### src/rtl/seven_seg_pkg.sv
`default_nettype none
// ============================================================================
// Package  : seven_seg_pkg -- shared glyph table and hex-to-segment helper
// Revision : 1.0  initial release
// ============================================================================
package seven_seg_pkg;

  // Active-high {g,f,e,d,c,b,a} patterns for hex digits 0..F.
  localparam logic [6:0] GLYPH [16] = '{
    7'h3F, 7'h06, 7'h5B, 7'h4F, 7'h66, 7'h6D, 7'h7D, 7'h07,
    7'h7F, 7'h6F, 7'h77, 7'h7C, 7'h39, 7'h5E, 7'h79, 7'h71
  };

  localparam logic [6:0] SEG_OFF = 7'h00;

  function automatic logic [6:0] hex2seg(input logic [3:0] nibble);
    return GLYPH[nibble];
  endfunction

endpackage
`default_nettype wire

### src/rtl/seven_seg_glyph.sv
`default_nettype none
// ============================================================================
// Module   : seven_seg_glyph -- nibble to seven-segment pattern, selectable polarity
// Revision : 1.0  initial release
// ============================================================================
module seven_seg_glyph
  import seven_seg_pkg::*;
#(
  parameter bit ACTIVE_LOW = 1'b1
) (
  input  logic [3:0] nibble,
  output logic [6:0] seg
);

  logic [6:0] w_pattern;

  always_comb begin
    w_pattern = hex2seg(nibble);
    seg       = ACTIVE_LOW ? ~w_pattern : w_pattern;
  end

endmodule
`default_nettype wire

### src/rtl/seven_seg_scan.sv
`default_nettype none
// ============================================================================
// Module   : seven_seg_scan -- multiplexed N-digit seven-segment driver
// Revision : 1.0  initial release
// ============================================================================
module seven_seg_scan
  import seven_seg_pkg::*;
#(
  parameter int NUM_DIGITS     = 4,
  parameter int CLK_DIV        = 50000,
  parameter bit SEG_ACTIVE_LOW = 1'b1,
  parameter bit DIG_ACTIVE_LOW = 1'b1,
  parameter bit LZ_BLANK       = 1'b0
) (
  input  logic                    clk,
  input  logic                    rst_n,
  input  logic                    load,
  input  logic [4*NUM_DIGITS-1:0] value,
  input  logic [NUM_DIGITS-1:0]   dp,
  input  logic [NUM_DIGITS-1:0]   blank,
  output logic [6:0]              seg,
  output logic                    seg_dp,
  output logic [NUM_DIGITS-1:0]   an,
  output logic                    frame_done
);

  localparam int c_presc_w = $clog2(CLK_DIV);
  localparam int c_idx_w   = (NUM_DIGITS > 1) ? $clog2(NUM_DIGITS) : 1;

  localparam logic [c_presc_w-1:0]  c_presc_max = c_presc_w'(CLK_DIV - 1);
  localparam logic [c_idx_w-1:0]    c_idx_max   = c_idx_w'(NUM_DIGITS - 1);
  localparam logic [6:0]            c_seg_off   = SEG_ACTIVE_LOW ? ~SEG_OFF : SEG_OFF;
  localparam logic                  c_dp_off    = SEG_ACTIVE_LOW;
  localparam logic [NUM_DIGITS-1:0] c_an_off    = DIG_ACTIVE_LOW ? '1 : '0;

  logic [c_presc_w-1:0]    r_presc;
  logic [c_idx_w-1:0]      r_idx;

  logic [4*NUM_DIGITS-1:0] r_pend_val;
  logic [NUM_DIGITS-1:0]   r_pend_dp;
  logic [NUM_DIGITS-1:0]   r_pend_blank;
  logic                    r_pend_v;

  logic [4*NUM_DIGITS-1:0] r_act_val;
  logic [NUM_DIGITS-1:0]   r_act_dp;
  logic [NUM_DIGITS-1:0]   r_act_blank;

  logic [6:0]              r_seg;
  logic                    r_seg_dp;
  logic [NUM_DIGITS-1:0]   r_an;
  logic                    r_frame_done;

  logic                    w_tick;
  logic                    w_frame_end;
  logic [NUM_DIGITS-1:0]   w_lz_mask;
  logic [3:0]              w_nib;
  logic                    w_dp_sel;
  logic                    w_dark;
  logic [NUM_DIGITS-1:0]   w_onehot;
  logic [6:0]              w_glyph;

  assign w_tick      = (r_presc == c_presc_max);
  assign w_frame_end = w_tick && (r_idx == c_idx_max);

  always_ff @(posedge clk or negedge rst_n) begin
    if (!rst_n) begin
      r_presc <= '0;
    end else if (w_tick) begin
      r_presc <= '0;
    end else begin
      r_presc <= r_presc + 1'b1;
    end
  end

  always_ff @(posedge clk or negedge rst_n) begin
    if (!rst_n) begin
      r_idx <= '0;
    end else if (w_tick) begin
      r_idx <= (r_idx == c_idx_max) ? '0 : r_idx + 1'b1;
    end
  end

  // A load coinciding with the frame boundary bypasses the pending stage so
  // the next frame already shows it.
  always_ff @(posedge clk or negedge rst_n) begin
    if (!rst_n) begin
      r_pend_val   <= '0;
      r_pend_dp    <= '0;
      r_pend_blank <= '0;
      r_pend_v     <= 1'b0;
      r_act_val    <= '0;
      r_act_dp     <= '0;
      r_act_blank  <= '0;
    end else begin
      if (load) begin
        r_pend_val   <= value;
        r_pend_dp    <= dp;
        r_pend_blank <= blank;
      end
      if (w_frame_end) begin
        r_pend_v <= 1'b0;
        if (load) begin
          r_act_val   <= value;
          r_act_dp    <= dp;
          r_act_blank <= blank;
        end else if (r_pend_v) begin
          r_act_val   <= r_pend_val;
          r_act_dp    <= r_pend_dp;
          r_act_blank <= r_pend_blank;
        end
      end else if (load) begin
        r_pend_v <= 1'b1;
      end
    end
  end

  if (LZ_BLANK) begin : g_lz
    logic w_zero_run;

    // Walk down from the most significant digit; a digit is a leading zero
    // while every nibble at or above it is zero. Digit 0 always shows.
    always_comb begin
      w_lz_mask  = '0;
      w_zero_run = 1'b1;
      for (int i = NUM_DIGITS - 1; i > 0; i--) begin
        w_zero_run   = w_zero_run & (r_act_val[4*i +: 4] == 4'h0);
        w_lz_mask[i] = w_zero_run;
      end
    end
  end else begin : g_no_lz
    assign w_lz_mask = '0;
  end

  always_comb begin
    w_nib    = 4'h0;
    w_dp_sel = 1'b0;
    w_dark   = 1'b0;
    w_onehot = '0;
    for (int i = 0; i < NUM_DIGITS; i++) begin
      if (r_idx == c_idx_w'(i)) begin
        w_nib       = r_act_val[4*i +: 4];
        w_dp_sel    = r_act_dp[i];
        w_dark      = r_act_blank[i] | w_lz_mask[i];
        w_onehot[i] = 1'b1;
      end
    end
  end

  seven_seg_glyph #(
    .ACTIVE_LOW (SEG_ACTIVE_LOW)
  ) u_glyph (
    .nibble (w_nib),
    .seg    (w_glyph)
  );

  always_ff @(posedge clk or negedge rst_n) begin
    if (!rst_n) begin
      r_seg        <= c_seg_off;
      r_seg_dp     <= c_dp_off;
      r_an         <= c_an_off;
      r_frame_done <= 1'b0;
    end else begin
      r_frame_done <= w_frame_end;
      if (w_dark) begin
        r_seg    <= c_seg_off;
        r_seg_dp <= c_dp_off;
        r_an     <= c_an_off;
      end else begin
        r_seg    <= w_glyph;
        r_seg_dp <= SEG_ACTIVE_LOW ? ~w_dp_sel : w_dp_sel;
        r_an     <= DIG_ACTIVE_LOW ? ~w_onehot : w_onehot;
      end
    end
  end

  assign seg        = r_seg;
  assign seg_dp     = r_seg_dp;
  assign an         = r_an;
  assign frame_done = r_frame_done;

endmodule
`default_nettype wire
### config.mk
export PLATFORM = sky130hd
export DESIGN_NAME = seven_seg_scan
export DESIGN_NICKNAME = d
export VERILOG_FILES = /design/src/rtl/seven_seg_pkg.sv /design/src/rtl/seven_seg_glyph.sv /design/src/rtl/seven_seg_scan.sv
export SDC_FILE = /design/constraint.sdc
export NUM_CORES = 1
export LEC_CHECK = 0
export ABC_AREA = 1
export BUFFER_PORTS_ARGS = -buffer_cell sky130_fd_sc_hd__buf_4
export CAP_MARGIN = 40
export CORE_MARGIN = 10
export CORE_UTILIZATION = 30
export CTS_BUF_LIST = sky130_fd_sc_hd__clkbuf_16
export CTS_CLUSTER_SIZE = 10
export DETAILED_ROUTE_END_ITERATION = 12
export MAX_ROUTING_LAYER = met4
export PLACE_DENSITY_LB_ADDON = 0.05
export SKIP_CTS_REPAIR_TIMING = 1
export SLEW_MARGIN = 20
export SYNTH_ARGS = -nofsm -noshare
export SYNTH_HDL_FRONTEND = slang
export SYNTH_SLANG_ARGS = --single-unit
### constraint.sdc
create_clock -name clk -period 2.1 [get_ports clk]
set_input_delay 0.21 -clock clk [delete_from_list [all_inputs] [get_ports clk]]
set_output_delay 0.21 -clock clk [all_outputs]
set_load 0.01 [all_outputs]
==> impl_metrics.py, run 1 <==
metrics = {
    "setup_path": {
        "crit_fanout": 10,
        "path_class": "reg2reg",
        "startpoint": "r_idx[0]$_DFFE_PN0N_",
        "cp.arrival_ns": 2.20,
        "rr_startpoint": "r_idx[0]$_DFFE_PN0N_",
        "reg2reg_depth": 11,
        "crit_path_end_kind": "flip-flop",
        "r2r_slack_ns": 0.17,
        "cp_data_required_time_ns": 2.37,
        "cp-start-kind": "flip-flop",
        "r2r-end": "seg[3]$_DFF_PN1_",
    },
    "timing": {
        "finalHoldViolCount": 0,
        "worst_pin_slew_ns": 0.494,
        "finalSetupViolCount": 0,
        "min_period_ns": 1.93,
        "max_freq_mhz": 518,
        "rsz0062_at_grt": "false",
        "holdWs_ns": 0.0905,
        "finalCritPeriodShare_pct": 91.9,
        "slew_headroom_pct": 67.1,
        "setup_tns_ns": 0,
        "fin_ws_ns": 0.171,
        "slew_violations": 0,
        "fin_skew_ns": 0.00355,
    },
    "status": {
        "status": "complete, no violations",
    },
    "min_path": {
        "hold-path-endpoint": "r_pend_val[1]$_DFFE_PN0P_",
        "hold_depth": 3,
        "hold_path_class": "in2reg",
        "hold_path.startpoint": "value[1]",
    },
    "placement": {
        "io_buffers": 39,
        "hpwl_microns": 6460,
        "gp_congestion": 0.827,
        "place_ws_ns": 0.0404,
        "placed_cells": 655,
    },
    "grt": {
        "grt_antenna_before_repair": 0,
        "grt_max_degree": 39,
        "grt_pass1_wl_microns": 15700,
        "grt_pass1_vias": 3177,
        "grtUsageTotal_pct": 11.4,
        "grt-ovfl-total": 0,
    },
    "final_layout": {
        "final_nets": 539,
        "area_delta_synth_final_pct": 23.3,
        "drive_gt1_share_pct": 21.5,
        "seqCellArea_sq_um": 2020,
        "fin_cells": 674,
        "final_common_cell": "nand2_1",
        "final.fill_count": 1289,
        "mostFrequentLayoutCells": "186 x nand2_1, 68 x dfrtp_1, 51 x buf_4",
        "multi_input_area_sq_um": 1580,
        "insertedDiodeCount": 0,
    },
    "die": {
        "ios": 40,
        "fp.dieH_microns": 132,
        "die_w_microns": 132,
        "fp-row-count": 40,
        "dieArea_sq_um": 17500,
        "core_area_sq_um": 12200,
        "initial_utilization_pct": 31.1,
    },
    "clocking": {
        "numCtsBuffers": 9,
        "clock_path_buffers": 2,
        "path_clk_slew_ns": 0.06,
        "cts_max_level": 3,
        "clock_sinks": 80,
        "cts_tree": "yes",
        "root_buffer": "clkbuf_16",
        "insertion_delay_ns": 0.35,
    },
    "synth": {
        "synth_cell_type_count": 36,
        "synth.cell_area_sq_um": 3780,
        "synth.largest_area_cell": "dfrtp_1",
        "synth-main-ff-cell": "dfrtp_1",
        "synth_top_area_share_pct": 45.0,
        "synthTopCellsByArea": "dfrtp_1 45%, nand2_1 19%, dfstp_2 8.3%",
        "synth_cells": 453,
        "ys_seq_area_share_pct": 53.3,
        "syn_nets": 491,
        "yosys_warnings": 0,
        "synth-seq-cells": 80,
        "synth.avg_cell_area_sq_um": 8.35,
        "synth-edff-count": 0,
        "async_reset_ff_share_pct": 100,
    },
    "route": {
        "firstDrtPassIters": 4,
        "viasPerCell": 4.41,
        "drt_iter0_drc": 154,
        "route.detailed.wl_per_inst_microns": 13.3,
        "vias": 2971,
        "antenna_left": 0,
        "wl_microns": 8940,
        "drcViolationCount": 0,
    },
    "power_and_ir_drop": {
        "ir_drop_mv": 0.527,
        "p_leak_nw": 2.44,
        "powerDensity_nw_per_um2": 711,
        "total_power_w": 0.00331,
    },
    "run": {
        "drv_cap": 0,
    },
}
## critical path, stage by stage, from the launching register on
cell and delay, ns:
dfrtp_1 0.43, inv_2 0.08, ha_2 0.20, buf_6 0.14, a21oi_2 0.10, nand2_1 0.07
a21boi_2 0.18, inv_2 0.07, ha_1 0.26, nand3b_1 0.17, nand3_1 0.08, nand3_1 0.07
## power by group
part           switching (W)  internal [W]  leakage, nW  total [W]
logic              0.0000869     0.0000556         1.29   0.000142
registers          0.0000106       0.00158         1.01    0.00159
clock network       0.000661      0.000918        0.130    0.00158
## worst max-delay path by stage
| stage | slack, ns | end | cells after the start |
|---|---|---|---|
| floorplan | 0.03 | seg[3]$_DFF_PN1_ | 11 |
| global placement | 0.07 | seg[2]$_DFF_PN1_ | 10 |
| detailed placement | 0.04 | seg[3]$_DFF_PN1_ | 11 |
| CTS | 0.03 | seg[0]$_DFF_PN1_ | 12 |
| global route | 0.003 | seg[1]$_DFF_PN1_ | 12 |
| finish | 0.17 | seg[3]$_DFF_PN1_ | 11 |
## synth_stat cells (4+ instances only)
library cell	instances
o21ai_0	5
buf_2	4
dfstp_2	12
ha_1	11
a21oi_1	10
nor3_1	5
nand2_1	187
clkbuf_1	8
xor2_1	6
dfrtp_1	68
inv_1	28
nor2_1	15
nand3_1	49
inv_2	6
nand4_1	4
## logic make-up (layout without fill, tap and decap cells)
| family | count (synthesis) | count (layout) | share of synthesized area (%) |
|---|---|---|---|
| DFF | 80 | 80 | 53.3 |
| buffers and inverters | 53 | 106 | 6.15 |
| and+or+nand+nor | 278 | 278 | 31.7 |
| xor gates and xnor gates | 6 | 6 | 1.39 |
| adders and majority gates | 11 | 11 | 3.64 |
| AOI/OAI and AO/OA | 25 | 25 | 3.77 |
## per-stage QoR
| stage | cell area, sq um | utilization [%] |
|---|---|---|
| after global placement | 4290 | 35.3 |
| after global routing | 4660 | 38.3 |
| after detailed placement | 4290 | 35.3 |
| after floorplan | 3780 | - |
| final | 4660 | 38.3 |
| after CTS | 4590 | 37.7 |
## state kept, by name (all words and copies together), names as in the netlist
signal and count:
r_pend_blank 4, r_act_val 16, r_pend_val 16, an 4, frame_done 1, r_idx 2
r_presc 16, seg_dp 1, seg 7, r_act_dp 4, r_pend_v 1, r_pend_dp 4
r_act_blank 4
## area by class of cell
| class | count | area share, % |
|---|---|---|
| Clock buffer | 9 | 4.83 |
| Clock inverter | 7 | 1.56 |
| Inverter | 36 | 2.95 |
| Multi-Input combinational cell | 320 | 33.8 |
| Sequential cell | 80 | 43.3 |
| Tap cell | 168 | 4.51 |
| Timing Repair Buffer | 54 | 9.10 |
## metal layers
metal	GRT usage, %	routed length [microns]	vias up
met3	3.39	312	12
met2	17.4	4190	33
met1	13.7	4300	1404
li1	-	-	1522
met4	4.58	142	0
met5	-	0	-
No activity file was read; power rests on OpenSTA's default activity.
==> run 2, diff against run 1 <==
- ABC_AREA: 1 -> 0
==> run 2 against run 1 <==
Cell count down 26%; largest power group is now clock; largest cell class unchanged; global-route usage down 1.0 points; highest routed layer unchanged; die area down 3.7%; routed wire length down 11%; clock skew up 0.0031 ns; flip-flop and latch count unchanged; worst hold slack better by 0.028 ns.
==> impl_metrics.py, run 2 <==
metrics = {
    "grt": {
        "grt_pass1_vias": 2577,
        "grtUsageTotal_pct": 10.4,
        "grt-ovfl-total": 0,
        "grt_max_degree": 40,
        "grt_antenna_before_repair": 0,
        "grt_pass1_wl_microns": 13000,
    },
    "timing": {
        "holdWs_ns": 0.119,
        "rsz0062_at_grt": "true",
        "setup_tns_ns": 0,
        "finalCritPeriodShare_pct": 96.7,
        "slew_violations": 0,
        "slew_headroom_pct": 74.9,
        "min_period_ns": 2.03,
        "finalSetupViolCount": 0,
        "worst_pin_slew_ns": 0.377,
        "finalHoldViolCount": 0,
        "max_freq_mhz": 492,
        "fin_ws_ns": 0.0683,
        "fin_skew_ns": 0.00667,
    },
    "synth": {
        "synth_cells": 278,
        "synth_most_common_cell": "dfrtp_1",
        "netlist_top_cells_count": "68 x dfrtp_1, 28 x mux2_2, 20 x mux2_4",
        "synth.cell_area_sq_um": 3610,
        "synth-seq-cells": 80,
        "synth_top_area_share_pct": 47.1,
        "synth-main-ff-cell": "dfrtp_1",
        "yosys.area_share.simple_pct": 10.9,
        "synth_compound_area_share_pct": 6.06,
        "synth_cell_type_count": 47,
        "ys_seq_area_share_pct": 55.8,
        "synthTopCellsByArea": "dfrtp_1 47%, dfstp_2 8.7%, mux2_2 8.7%",
        "synth-edff-count": 0,
        "synth_top_family_by_area": "multiplexers",
        "synth-adder-area-share_pct": 3.81,
        "async_reset_ff_share_pct": 100,
        "synth_mux_area_share_pct": 17.9,
        "synth.avg_cell_area_sq_um": 13.0,
        "synth.largest_area_cell": "dfrtp_1",
        "yosys_warnings": 0,
        "syn_nets": 316,
        "synth-xor-area-share_pct": 3.15,
    },
    "setup_path": {
        "max_stage_delay_ns": 0.46,
        "crit_fanout": 4,
        "critPathSlowestCell": "dfrtp_2",
        "startpoint": "r_idx[1]$_DFFE_PN0N_",
        "worstPathCellList": "inv_4, ha_4, nor2b_4, a221oi_4, o31ai_4, ha_2, inv_2, o2111a_1, a41oi_2",
        "r2r_slack_ns": 0.07,
        "critPathCapture": "seg[3]$_DFF_PN1_",
        "cp.arrival_ns": 2.29,
        "cp-start-kind": "flip-flop",
        "crit_path_end_kind": "flip-flop",
        "reg2reg_depth": 9,
        "cp_data_required_time_ns": 2.36,
        "path_class": "reg2reg",
        "rr_startpoint": "r_idx[1]$_DFFE_PN0N_",
        "r2r-end": "seg[3]$_DFF_PN1_",
    },
    "run": {
        "drv_cap": 0,
    },
    "die": {
        "initial_utilization_pct": 30.3,
        "fp-row-count": 40,
        "fp.dieH_microns": 130,
        "dieArea_sq_um": 16800,
        "die_w_microns": 130,
        "ios": 40,
        "core_area_sq_um": 11900,
    },
    "power_and_ir_drop": {
        "combinationalPowerShare_pct": 4.5,
        "power_switching_w": 0.000674,
        "powerDensity_nw_per_um2": 708,
        "p_leak_nw": 2.23,
        "clockPowerShare_pct": 47.9,
        "p_int_w": 0.00269,
        "ir_drop_mv": 0.305,
        "pwr-share-seq_pct": 47.6,
        "swShare_pct": 20.0,
    },
    "route": {
        "antenna_left": 0,
        "firstDrtPassIters": 4,
        "route.detailed.wl_per_inst_microns": 16.0,
        "vias": 2324,
        "viasPerCell": 4.67,
        "drcViolationCount": 0,
        "wl_microns": 7950,
        "drt_iter0_drc": 90,
    },
    "min_path": {
        "hold_path_class": "in2reg",
    },
    "clocking": {
        "numCtsBuffers": 9,
        "path_clk_slew_ns": 0.06,
        "cts_max_level": 3,
        "clock_path_buffers": 2,
        "clock_sinks": 80,
        "root_buffer": "clkbuf_16",
        "insertion_delay_ns": 0.34,
        "cts_tree": "yes",
    },
    "status": {
        "status": "complete, no violations",
    },
    "final_layout": {
        "mostFrequentLayoutCells": "66 x dfrtp_1, 63 x buf_4, 28 x mux2_2",
        "final_nets": 384,
        "final_common_cell": "dfrtp_1",
        "largestRegisters": "r_act_val (16), r_pend_val (16), r_presc (16)",
        "area_delta_synth_final_pct": 31.3,
        "final_core_util_pct": 39.8,
        "insertedDiodeCount": 0,
        "drive_gt1_share_pct": 47.9,
    },
    "placement": {
        "io_buffers": 39,
        "hpwl_microns": 5650,
        "gp_congestion": 0.804,
        "place_ws_ns": -0.0888,
    },
}
==> run 2: area by class of cell <==
| class | count | area [sq um] |
|---|---|---|
| Fill cell | 1162 | 7170 |
| Sequential cell | 80 | 2020 |
| Multi-Input combinational cell | 179 | 1670 |
| Timing Repair Buffer | 67 | 534 |
| Clock buffer | 9 | 225 |
| Tap cell | 147 | 184 |
| Clock inverter | 7 | 78.8 |
| Inverter | 9 | 38.8 |
==> run 2: worst min-delay path by stage <==
stage / start / endpoint / slack, ns / cells past startpoint
2_1_floorplan: rst_n / frame_done$_DFF_PN0_ / -0.09 / 0
3_3_place_gp: rst_n / r_pend_val[1]$_DFFE_PN0P_ / 0.17 / 1
3_5_place_dp: rst_n / r_pend_val[1]$_DFFE_PN0P_ / 0.16 / 1
4_1_cts: rst_n / r_pend_val[1]$_DFFE_PN0P_ / -0.21 / 1
5_1_grt: value[0] / r_pend_val[0]$_DFFE_PN0P_ / 0.11 / 2
6_report: dp[3] / r_pend_dp[3]$_DFFE_PN0P_ / 0.12 / 2
==> run 2: metal layers <==
metal / vias up / track usage [%] / part of all wire (%)
li1: 1120 / - / -
met1: 1153 / 12.5 / 47
met2: 40 / 15.8 / 47
met3: 11 / 2.64 / 3.6
met4: 0 / 5.36 / 2.1
met5: - / - / 0
==> run 2: worst max-delay path: cells and delay by family, from the launching register on <==
kind | cells | cell delay [ns]
AOI/OAI and AO/OA | 4 | 0.78
adders and majority gates | 2 | 0.38
and+or+nand+nor | 1 | 0.18
DFF | 1 | 0.46
buffers and inverters | 2 | 0.14
==> run 2: stage by stage <==
| stage | instances | instance area, sq um | total power [W] |
|---|---|---|---|
| finish | 498 | 4750 | 0.00336 |
| global route | 498 | 4750 | 0.00351 |
| CTS | 493 | 4570 | 0.00342 |
| detailed placement | 477 | 4270 | 0.00178 |
| global placement | 477 | 4270 | 0.00178 |
| floorplan | 278 | 3660 | 0.00169 |
==> run 2: power groups by stage <==
stage / clock [W] / combinational [W] / sequential (W)
floorplan: 0 / 0.0000668 / 0.00162
global placement: 0 / 0.000157 / 0.00162
detailed placement: 0 / 0.000157 / 0.00163
CTS: 0.00167 / 0.000157 / 0.00160
global route: 0.00174 / 0.000172 / 0.00160
finish: 0.00161 / 0.000151 / 0.00160
==> run 2: kinds of logic after synthesis <==
kind of cell	after synthesis
flip-flops	80
AND/OR/NAND/NOR	74
multiplexers	51
AO/OA/AOI/OAI	30
buffers and inverters	19
XOR/XNOR	13
adder cells (fa/ha/maj)	11
==> run 3, diff against run 2 <==
- CORE_UTILIZATION: 30 -> 40
- SETUP_SLACK_MARGIN: not set -> 0.2
==> run 3 against run 2 <==
Setup slack gained 0.011 ns; combinational power about the same; critical path depth is 1 lower; design area up 1.8%; via count is essentially flat; fmax up 0.56%; non-clock buffer count is 1 lower; clock skew up 0.0058 ns; register-to-register slack is essentially flat; routed wire length decreased by 3.3%.
==> impl_metrics.py, run 3 (synthesized netlist as in run 2, its figures left out) <==
metrics = {
    "power_and_ir_drop": {
        "clockPowerShare_pct": 50.8,
        "p_leak_nw": 2.28,
        "combinationalPowerShare_pct": 4.2,
        "power_switching_w": 0.000718,
        "swShare_pct": 20.2,
        "ir_drop_mv": 0.492,
        "p_int_w": 0.00283,
        "powerDensity_nw_per_um2": 735,
        "pwr-share-seq_pct": 45.0,
    },
    "final_layout": {
        "area_delta_synth_final_pct": 33.7,
        "drive_gt1_share_pct": 49.7,
        "final_core_util_pct": 55.1,
        "insertedDiodeCount": 0,
        "final_nets": 383,
        "final_common_cell": "dfrtp_1",
        "mostFrequentLayoutCells": "67 x dfrtp_1, 60 x buf_4, 24 x mux2_2, 24 x mux2_4",
        "largestRegisters": "r_act_val (16), r_pend_val (16), r_presc (16)",
    },
    "route": {
        "antenna_left": 0,
        "drt_iter0_drc": 110,
        "drcViolationCount": 0,
        "viasPerCell": 5.07,
        "firstDrtPassIters": 4,
        "route.detailed.wl_per_inst_microns": 16.8,
        "wl_microns": 7680,
        "vias": 2323,
    },
    "die": {
        "dieArea_sq_um": 13200,
        "initial_utilization_pct": 41.2,
        "die_w_microns": 115,
        "fp.dieH_microns": 115,
        "core_area_sq_um": 8760,
        "ios": 40,
        "fp-row-count": 34,
    },
    "grt": {
        "grt_pass1_vias": 2475,
        "grt_antenna_before_repair": 0,
        "grt_max_degree": 54,
        "grt_pass1_wl_microns": 12100,
        "grt-ovfl-total": 0,
        "grtUsageTotal_pct": 11.6,
    },
    "clocking": {
        "clock_sinks": 80,
        "root_buffer": "clkbuf_16",
        "insertion_delay_ns": 0.33,
        "path_clk_slew_ns": 0.07,
        "cts_tree": "yes",
        "clock_path_buffers": 2,
        "numCtsBuffers": 9,
        "cts_max_level": 3,
    },
    "timing": {
        "max_freq_mhz": 495,
        "fin_skew_ns": 0.0125,
        "holdWs_ns": 0.126,
        "slew_headroom_pct": 73.1,
        "finalSetupViolCount": 0,
        "finalHoldViolCount": 0,
        "rsz0062_at_grt": "true",
        "worst_pin_slew_ns": 0.404,
        "finalCritPeriodShare_pct": 96.2,
        "slew_violations": 0,
        "min_period_ns": 2.02,
    },
    "setup_path": {
        "crit_path_end_kind": "flip-flop",
        "path_class": "reg2reg",
        "cp-start-kind": "flip-flop",
        "crit_fanout": 6,
        "cp.arrival_ns": 2.27,
        "cp_data_required_time_ns": 2.35,
    },
    "placement": {
        "gp_congestion": 0.826,
        "hpwl_microns": 5090,
        "io_buffers": 39,
    },
    "min_path": {
        "hold_path_class": "in2reg",
    },
    "run": {
        "drv_cap": 0,
    },
    "status": {
        "status": "complete, no violations",
    },
}
-- run 3: final cells by class --
type | count | area [sq um]
flip-flops and latches | 80 | 2020
inverters | 9 | 36.3
well taps | 108 | 135
clock buffers | 9 | 225
repair buffers | 66 | 566
fillers | 738 | 3930
multi-input cells | 179 | 1730
clock inverters | 7 | 119
-- run 3: power by group through the flow --
stage / logic, W / clock network (W) / registers (W)
final: 0.000149 / 0.00180 / 0.00160
after detailed placement: 0.000153 / 0 / 0.00163
after CTS: 0.000154 / 0.00184 / 0.00160
after global routing: 0.000168 / 0.00190 / 0.00160
after global placement: 0.000152 / 0 / 0.00162
after floorplan: 0.0000668 / 0 / 0.00162
-- run 3: worst max-delay path, cell delays in order (launching register included) --
cell	delay (ns)
dfrtp_1	0.40
buf_4	0.15
ha_4	0.18
nor2b_1	0.16
o31ai_4	0.34
ha_2	0.28
inv_2	0.04
o2111a_1	0.23
a41oi_2	0.15
-- run 3: path summary, 6_finish.rpt --
check	from	end	slack, ns	depth (start not counted)
max	r_idx[1]$_DFFE_PN0N_	seg[3]$_DFF_PN1_	0.08	8
min reg2reg	r_pend_v$_DFFE_PN0P_	r_pend_v$_DFFE_PN0P_	0.48	2
max in group asynchronous	rst_n	an[3]$_DFF_PN1_	1.11	3
max reg2reg	r_idx[1]$_DFFE_PN0N_	seg[3]$_DFF_PN1_	0.08	8
min	value[5]	r_pend_val[5]$_DFFE_PN0P_	0.13	2
min in group asynchronous	rst_n	r_pend_val[5]$_DFFE_PN0P_	0.33	2
-- run 3: routing by layer --
metal	wire length, microns	vias up	part of all wire, %	GRT usage [%]
met2	3480	49	45	16.6
met4	70	0	0.91	4.37
met1	3810	1149	50	15.7
met3	314	8	4.1	2.29
met5	0	-	0	-
li1	-	1117	-	-
-- run 3: through the flow --
step	cell area (sq um)	setup WS (ns)	instances	TNS, ns	total power, W
finish	4830	0.0796	458	0	0.00355
global route	4830	-0.0382	458	-0.0507	0.00367
CTS	4590	0.0197	447	0	0.00359
detailed placement	4250	0.0354	431	0	0.00178
global placement	4250	0.0783	431	0	0.00178
floorplan	3750	0.135	278	0	0.00169
